`src/rtl/fifo_1r1w_sync_read.sv`:
```
// Single-clock FIFO with a block-RAM array and a registered head stage, valid/ready on both sides.
// Push to empty shows on rdata next cycle; wready depends only on registered count.
module fifo_1r1w_sync_read #(
  parameter int DATA_WIDTH = 64,
  parameter int DATA_DEPTH = 16,
  localparam int ADDR_WIDTH = $clog2(DATA_DEPTH),
  localparam int CNT_WIDTH  = $clog2(DATA_DEPTH + 2)
) (
  input  logic                  clk,
  input  logic                  rst,
  input  logic                  wvalid,
  output logic                  wready,
  input  logic [DATA_WIDTH-1:0] wdata,
  output logic                  rvalid,
  input  logic                  rready,
  output logic [DATA_WIDTH-1:0] rdata,
  output logic [CNT_WIDTH-1:0]  count
);

  localparam logic [CNT_WIDTH-1:0]  FULL_CNT = CNT_WIDTH'(DATA_DEPTH + 1);
  localparam logic [CNT_WIDTH-1:0]  CNT_ONE  = CNT_WIDTH'(1);
  localparam logic [ADDR_WIDTH:0]   ACNT_ONE = (ADDR_WIDTH + 1)'(1);
  localparam logic [ADDR_WIDTH-1:0] PTR_ONE  = ADDR_WIDTH'(1);

  logic [DATA_WIDTH-1:0] mem [DATA_DEPTH];
  logic [ADDR_WIDTH-1:0] wptr;
  logic [ADDR_WIDTH-1:0] rptr;
  logic [ADDR_WIDTH:0]   acnt;

  logic push;
  logic pop;
  logic load;
  logic bypass;
  logic refill;
  logic ram_wr;

  always_comb begin
    wready = (count != FULL_CNT);
    push   = wvalid & wready;
    pop    = rvalid & rready;
    load   = !rvalid | pop;
    bypass = load & (acnt == '0) & push;
    refill = load & (acnt != '0);
    // Anything not going straight to the head stage lands in the array.
    ram_wr = push & !bypass;
  end

  // Array has no reset so it maps onto simple dual-port block RAM.
  always_ff @(posedge clk) begin
    if (ram_wr) begin
      mem[wptr] <= wdata;
    end
  end

  always_ff @(posedge clk or posedge rst) begin
    if (rst) begin
      wptr   <= '0;
      rptr   <= '0;
      acnt   <= '0;
      count  <= '0;
      rvalid <= 1'b0;
      rdata  <= '0;
    end else begin
      if (ram_wr) begin
        wptr <= wptr + PTR_ONE;
      end

      // refill needs acnt>0, so it never reads the slot written this cycle
      if (refill) begin
        rdata <= mem[rptr];
        rptr  <= rptr + PTR_ONE;
      end else if (bypass) begin
        rdata <= wdata;
      end

      if (load) begin
        rvalid <= refill | bypass;
      end

      case ({ram_wr, refill})
        2'b10:   acnt <= acnt + ACNT_ONE;
        2'b01:   acnt <= acnt - ACNT_ONE;
        default: acnt <= acnt;
      endcase

      case ({push, pop})
        2'b10:   count <= count + CNT_ONE;
        2'b01:   count <= count - CNT_ONE;
        default: count <= count;
      endcase
    end
  end

endmodule

```
`config.mk`:
```
export PLATFORM = sky130hd
export DESIGN_NAME = fifo_1r1w_sync_read
export DESIGN_NICKNAME = d
export VERILOG_FILES = /design/src/rtl/fifo_1r1w_sync_read.sv
export SDC_FILE = /design/constraint.sdc
export NUM_CORES = 1
export LEC_CHECK = 0
export ABC_CLOCK_PERIOD_IN_PS = 10000
export CAP_MARGIN = 20
export CORE_UTILIZATION = 30
export CTS_BUF_LIST = sky130_fd_sc_hd__clkbuf_4 sky130_fd_sc_hd__clkbuf_8
export DETAILED_ROUTE_END_ITERATION = 8
export SYNTH_ARGS = -nofsm -noshare
export SYNTH_HDL_FRONTEND = slang
export SYNTH_SLANG_ARGS = --single-unit
```
`constraint.sdc`:
```
create_clock -name clk -period 10 [get_ports clk]
set_input_delay 2 -clock clk [delete_from_list [all_inputs] [get_ports clk]]
set_output_delay 2 -clock clk [all_outputs]
set_load 0.005 [all_outputs]
```
; Word-level counts from Yosys, hierarchy flattened
; Memory sizes are Yosys's and may differ from the RTL's.
; Index checks and enable logic that the tools add are counted.
[totals]
register_bits = 83
ram_bits = 1024
in_bits = 68
out_inout_bits = 71
word_cells = 39
memories = 1
[op_classes]
n_addsub = 6
eq_ne = 5
mux = 6
bitwise_logic = 8
n_reduce_logical = 7
[mem_list]
columns = memory, words, word_bits, read_ports, rd_ports_with_merged_regs, wr, line_no
row1 = mem, 16, 64, 1, 0, 1, 25  ; logic [DATA_WIDTH-1:0] mem [DATA_DEPTH];
[op_table]
columns = op, count
row1 = two-way mux 64 bit, 2
row2 = case mux 5 bit (2 select lines), 2
row3 = "adder 5 x 1 -> 5 bit, second input constant", 2
row4 = "subtractor 5 x 1 -> 5 bit, second input constant", 2
row5 = "adder 4 x 1 -> 4 bit, second input constant", 2
row6 = AND 1 bit, 6
row7 = nonzero test 2 bit, 3
row8 = zero test 5 bit, 1
row9 = "!= test 5 bit, second input constant", 1
row10 = nonzero test 5 bit, 1
row11 = "== test 2 x 1 -> 1 bit, second input constant", 2
row12 = "== test 2 bit, second input constant", 2
row13 = zero test 1 bit, 2
row14 = two-way mux 1 bit, 2
row15 = bitwise OR 1 bit, 2

; Longest topological paths before layout
[depth]
depth_word = 8
depth_mapped = 14
ltp_nobuf = 12

; Least setup slack after synthesis
; No wires, ideal clock.
[synth_path]
kind = input -> register
from = in rready
to = mem mem[3][0], enable pin
setup_ns = 0.564
t_arrival_ns = 7.219
required_ns = 9.436
path_slack_ns = 2.217
cell_stages = 4
n_path_buf = 0
cell_sequence = nand2b_1 a21oi_1 nand2_1 nor3_1
[synth_between]
elab_chain_len = 8
[synth_rtl]
columns = element, line_no
row1 = start: declaration, 15  ; input logic rready,
row2 = AND 1 bit, 40  ; pop = rvalid & rready;
row3 = bitwise OR 1 bit, 41  ; load = !rvalid | pop;
row4 = AND 1 bit (2 in a row), 42  ; bypass = load & (acnt == '0) & push;
row5 = zero test 1 bit, 45  ; ram_wr = push & !bypass;
row6 = AND 1 bit, 45
row7 = two-way mux 1 bit, 50  ; if (ram_wr) begin
row8 = two-way mux 1 bit (not written as such), 51  ; mem[wptr] <= wdata;
row9 = end: declaration, 25
; Every way passes these cells.

; Final worst setup path
[layout_path]
from = in rready
to = reg acnt[4]
[layout_between]
word_cells_on_any_way = 11
classes_between = eq/ne (2) / mux (1) / bitwise (6) / reduce/logical (2)
[layout_rtl]
columns = element, line_no
row1 = AND 1 bit (*), 40
row2 = bitwise OR 1 bit (*), 41
row3 = AND 1 bit (*), 43  ; refill = load & (acnt != '0);
row4 = net refill, 34  ; logic refill;
row5 = == test 2 x 1 -> 1 bit or == test 2 bit (tied branches), 80  ; case ({ram_wr, refill})
row6 = case mux 5 bit (2 select lines) or nonzero test 2 bit (tied branches), --
row7 = end signal: assignment, 81  ; 2'b10: acnt <= acnt + ACNT_ONE;
row8 = end signal: assignment, 82  ; 2'b01: acnt <= acnt - ACNT_ONE;
row9 = end signal: assignment, 83  ; default: acnt <= acnt;
row10 = end: declaration, 28  ; logic [ADDR_WIDTH:0] acnt;
; The timed path passes the listed nets; every way through them passes the cells marked *.
; A chain may end at the register's enable or synchronous reset.

==> impl_metrics.ini <==
[cells_and_area]
synthToLayoutAreaGrowth_pct = 17.52
multi_input_area_um2 = 9437
drive_gt1_frac = 0.3159
final_util = 0.3551
n_fill_cell = 12969
nNetsFinal = 2304
final_cell_area_um2 = 50270
regArea_um2 = 32840

[synth]
post_synth.cell_area_avg_um2 = 21.69
synth_area_leaders = edfxtp_1, mux4_2, dfrtp_1
synthCells = 1972
netlist_area_um2 = 42770
yosysTopAreaCellShare = 0.7189
yosys.area.top_type = edfxtp_1
synth_edf_count = 1024
yosys_most_used_dff = edfxtp_1
ys_seq_elements = 1107
synth_common_cells = edfxtp_1, mux4_2, mux2_2, dfrtp_1, nor2_1
yosysSeqAreaShare = 0.7674
ys_async_sr_fraction = 0.07498
synth_nets = 2054
yosysMostFrequentCell = edfxtp_1
yosys_warnings = 0
synth_cell_types = 37

[worst_setup_path]
endpoint_kind = register
path_max_fanout = 69
startpoint_type = primary input
crit_arrival_ns = 5.51
required_ns = 10.74
critPathKind = primary input to register

[placement]
gp_congestion = 0.7162
portBuffers = 138
dp_hpwl_um = 54840
place_area_um2 = 46460

[global_routing]
grt_pass1_wl_um = 147500
grtUsageTotal = 0.1370
grt_max_degree = 147
grt_pass1_vias = 21842
grt-ovfl-total = 0
grt_antenna_before_repair = 10

[sta]
worst_hold_slack_ns = 0.4770
tns_ns = 0
finalCritPeriodShare = 0.4767
setup_viol = 0
slew_headroom = 0.2436
worst_pin_slew_ns = 1.135
rsz0062_at_grt = false
finalCriticalPeriod_ns = 4.767
finalHoldViolCount = 0
finClkSkew_ns = 0.03663
fmax_mhz = 209.8
slew_violations = 0

[power_and_ir_drop]
vdd_drop_max_uv = 206.4
power.leakage_nw = 15.88
power_w = 0.01385
power.density_nw_per_um2 = 275.5

[clock_network]
insertion_delay_ns = 0.84
cts_sinks = 1107
cts_max_path_buffers = 3
cts_root_buf = clkbuf_8
holdBufCountCts = 0
postCtsSetupBuffers = 0
path_clk_slew_ns = 0.06
cts_buffers = 178
htreeDepth = 4
cts-resized-gates = 0
cts_tree = yes

[drt]
dr.pass1.iters = 5
vias = 20643
wirelength_um = 99020
routedWlPerCell_um = 23.23
drc = 0
viasPerCell = 4.842
drt-initial-drc-count = 1852
detail-route-antenna-nets = 0

[floorplan]
fp.dieArea_um2 = 144100
rows = 138
initial_core_util = 0.3021
dieWidth_um = 379.6
ios = 139
coreArea_um2 = 141600
die_y_um = 379.6

[run_status]
status = finished, final reports clean

[worst_hold_path]
hp-class = register to register

[run]
max_cap_violations = 0
[report_power, final]
group          leakage [nW]  total (W)  internal (W)  switching, W
logic                  3.73    0.00380       0.00192       0.00188
clock network          1.96    0.00398       0.00218       0.00180
registers              10.2    0.00607       0.00566      0.000411
[critical path, stage by stage]
cell             delay [ns]
clkdlybuf4s50_1        0.47
nand2b_1               0.24
o21ai_4                0.08
buf_4                  0.84
inv_1                  0.26
ha_1                   0.39
xor2_1                 0.20
ha_1                   0.24
o21a_1                 0.18
o21ai_0                0.15
nand3b_1               0.09
a21oi_1                0.19
xor2_1                 0.16
[cell usage in the layout (no fill, tap or decap), types with 2 or more instances in the layout]
cell,instances
clkinv_8,2
inv_8,7
nand2b_1,4
diode_2,2
clkinvlp_4,3
edfxtp_1,1024
buf_12,2
clkbuf_8,191
a22oi_1,65
mux4_2,256
nor2b_1,2
clkbuf_4,63
nor2_1,66
nor2_4,14
xor2_1,9
mux2_2,129
buf_16,8
clkdlybuf4s50_1,138
ha_1,13
bufinv_16,6
buf_4,33
clkinv_1,35
nor3_2,4
a31oi_1,65
nand3b_1,2
o21ai_0,7
a21oi_1,5
inv_1,9
dfrtp_1,80
nand4_1,2
xnor2_1,8
nand2_1,78
a21o_1,2
inv_6,3
clkinv_2,17
dfrtp_4,3
[registers in the layout (all words and copies together) (netlist names)]
| register | count |
|---|---|
| rvalid | 1 |
| count | 5 |
| rptr | 4 |
| acnt | 5 |
| wptr | 4 |
| rdata | 64 |
| mem | 1024 |
[worst paths after layout]
path                         start       end  slack (ns)  cells past startpoint
setup / recovery            rready   acnt[4]        5.23                     13
setup reg to reg           rptr[0]  rdata[4]        5.97                      6
min in group asynchronous      rst  rdata[4]        1.66                      2
max in group asynchronous      rst   rptr[0]        6.92                      3
hold reg to reg            acnt[4]   acnt[4]        0.48                      1
hold / removal             acnt[4]   acnt[4]        0.48                      1
[final cells by class]
cell class,count,share of cell area
flip-flops and latches,1107,0.6532
clock buffers,254,0.06170
clock inverters,75,0.01180
inverters,10,0.0008462
well taps,1890,0.04704
repair buffers,181,0.03758
diodes,2,0.00009956
multi-input cells,744,0.1877
[per-layer routing]
metal  track usage  routed length (µm)  part of all wire  up-vias
met1        0.1945               44780              0.45    11016
met2        0.2107               45900              0.46      721
met4       0.03906                1728             0.017       12
met5             0                  85           0.00086        -
li1              -                   -                 -     8734
met3       0.03037                6530             0.066      160
[metrics by stage]
| step | cells | setup WS (ns) |
|---|---|---|
| final | 4263 | 5.233 |
| after global routing | 4263 | 5.067 |
| after CTS | 4257 | 5.321 |
| after detailed placement | 3928 | 4.437 |
| after global placement | 3924 | 4.435 |
| after floorplan | 1972 | 2.217 |
[kinds of logic after synthesis]
kind of cell,count (synthesis),synth area share
adder cells (fa/ha/maj),14,0.004271
buffers and inverters,121,0.01509
AND/OR/NAND/NOR,179,0.01702
XOR/XNOR,17,0.003481
AO/OA/AOI/OAI,148,0.02372
flip-flops,1107,0.7674
multiplexers,386,0.1690
No activity file was read; power rests on OpenSTA's default activity.
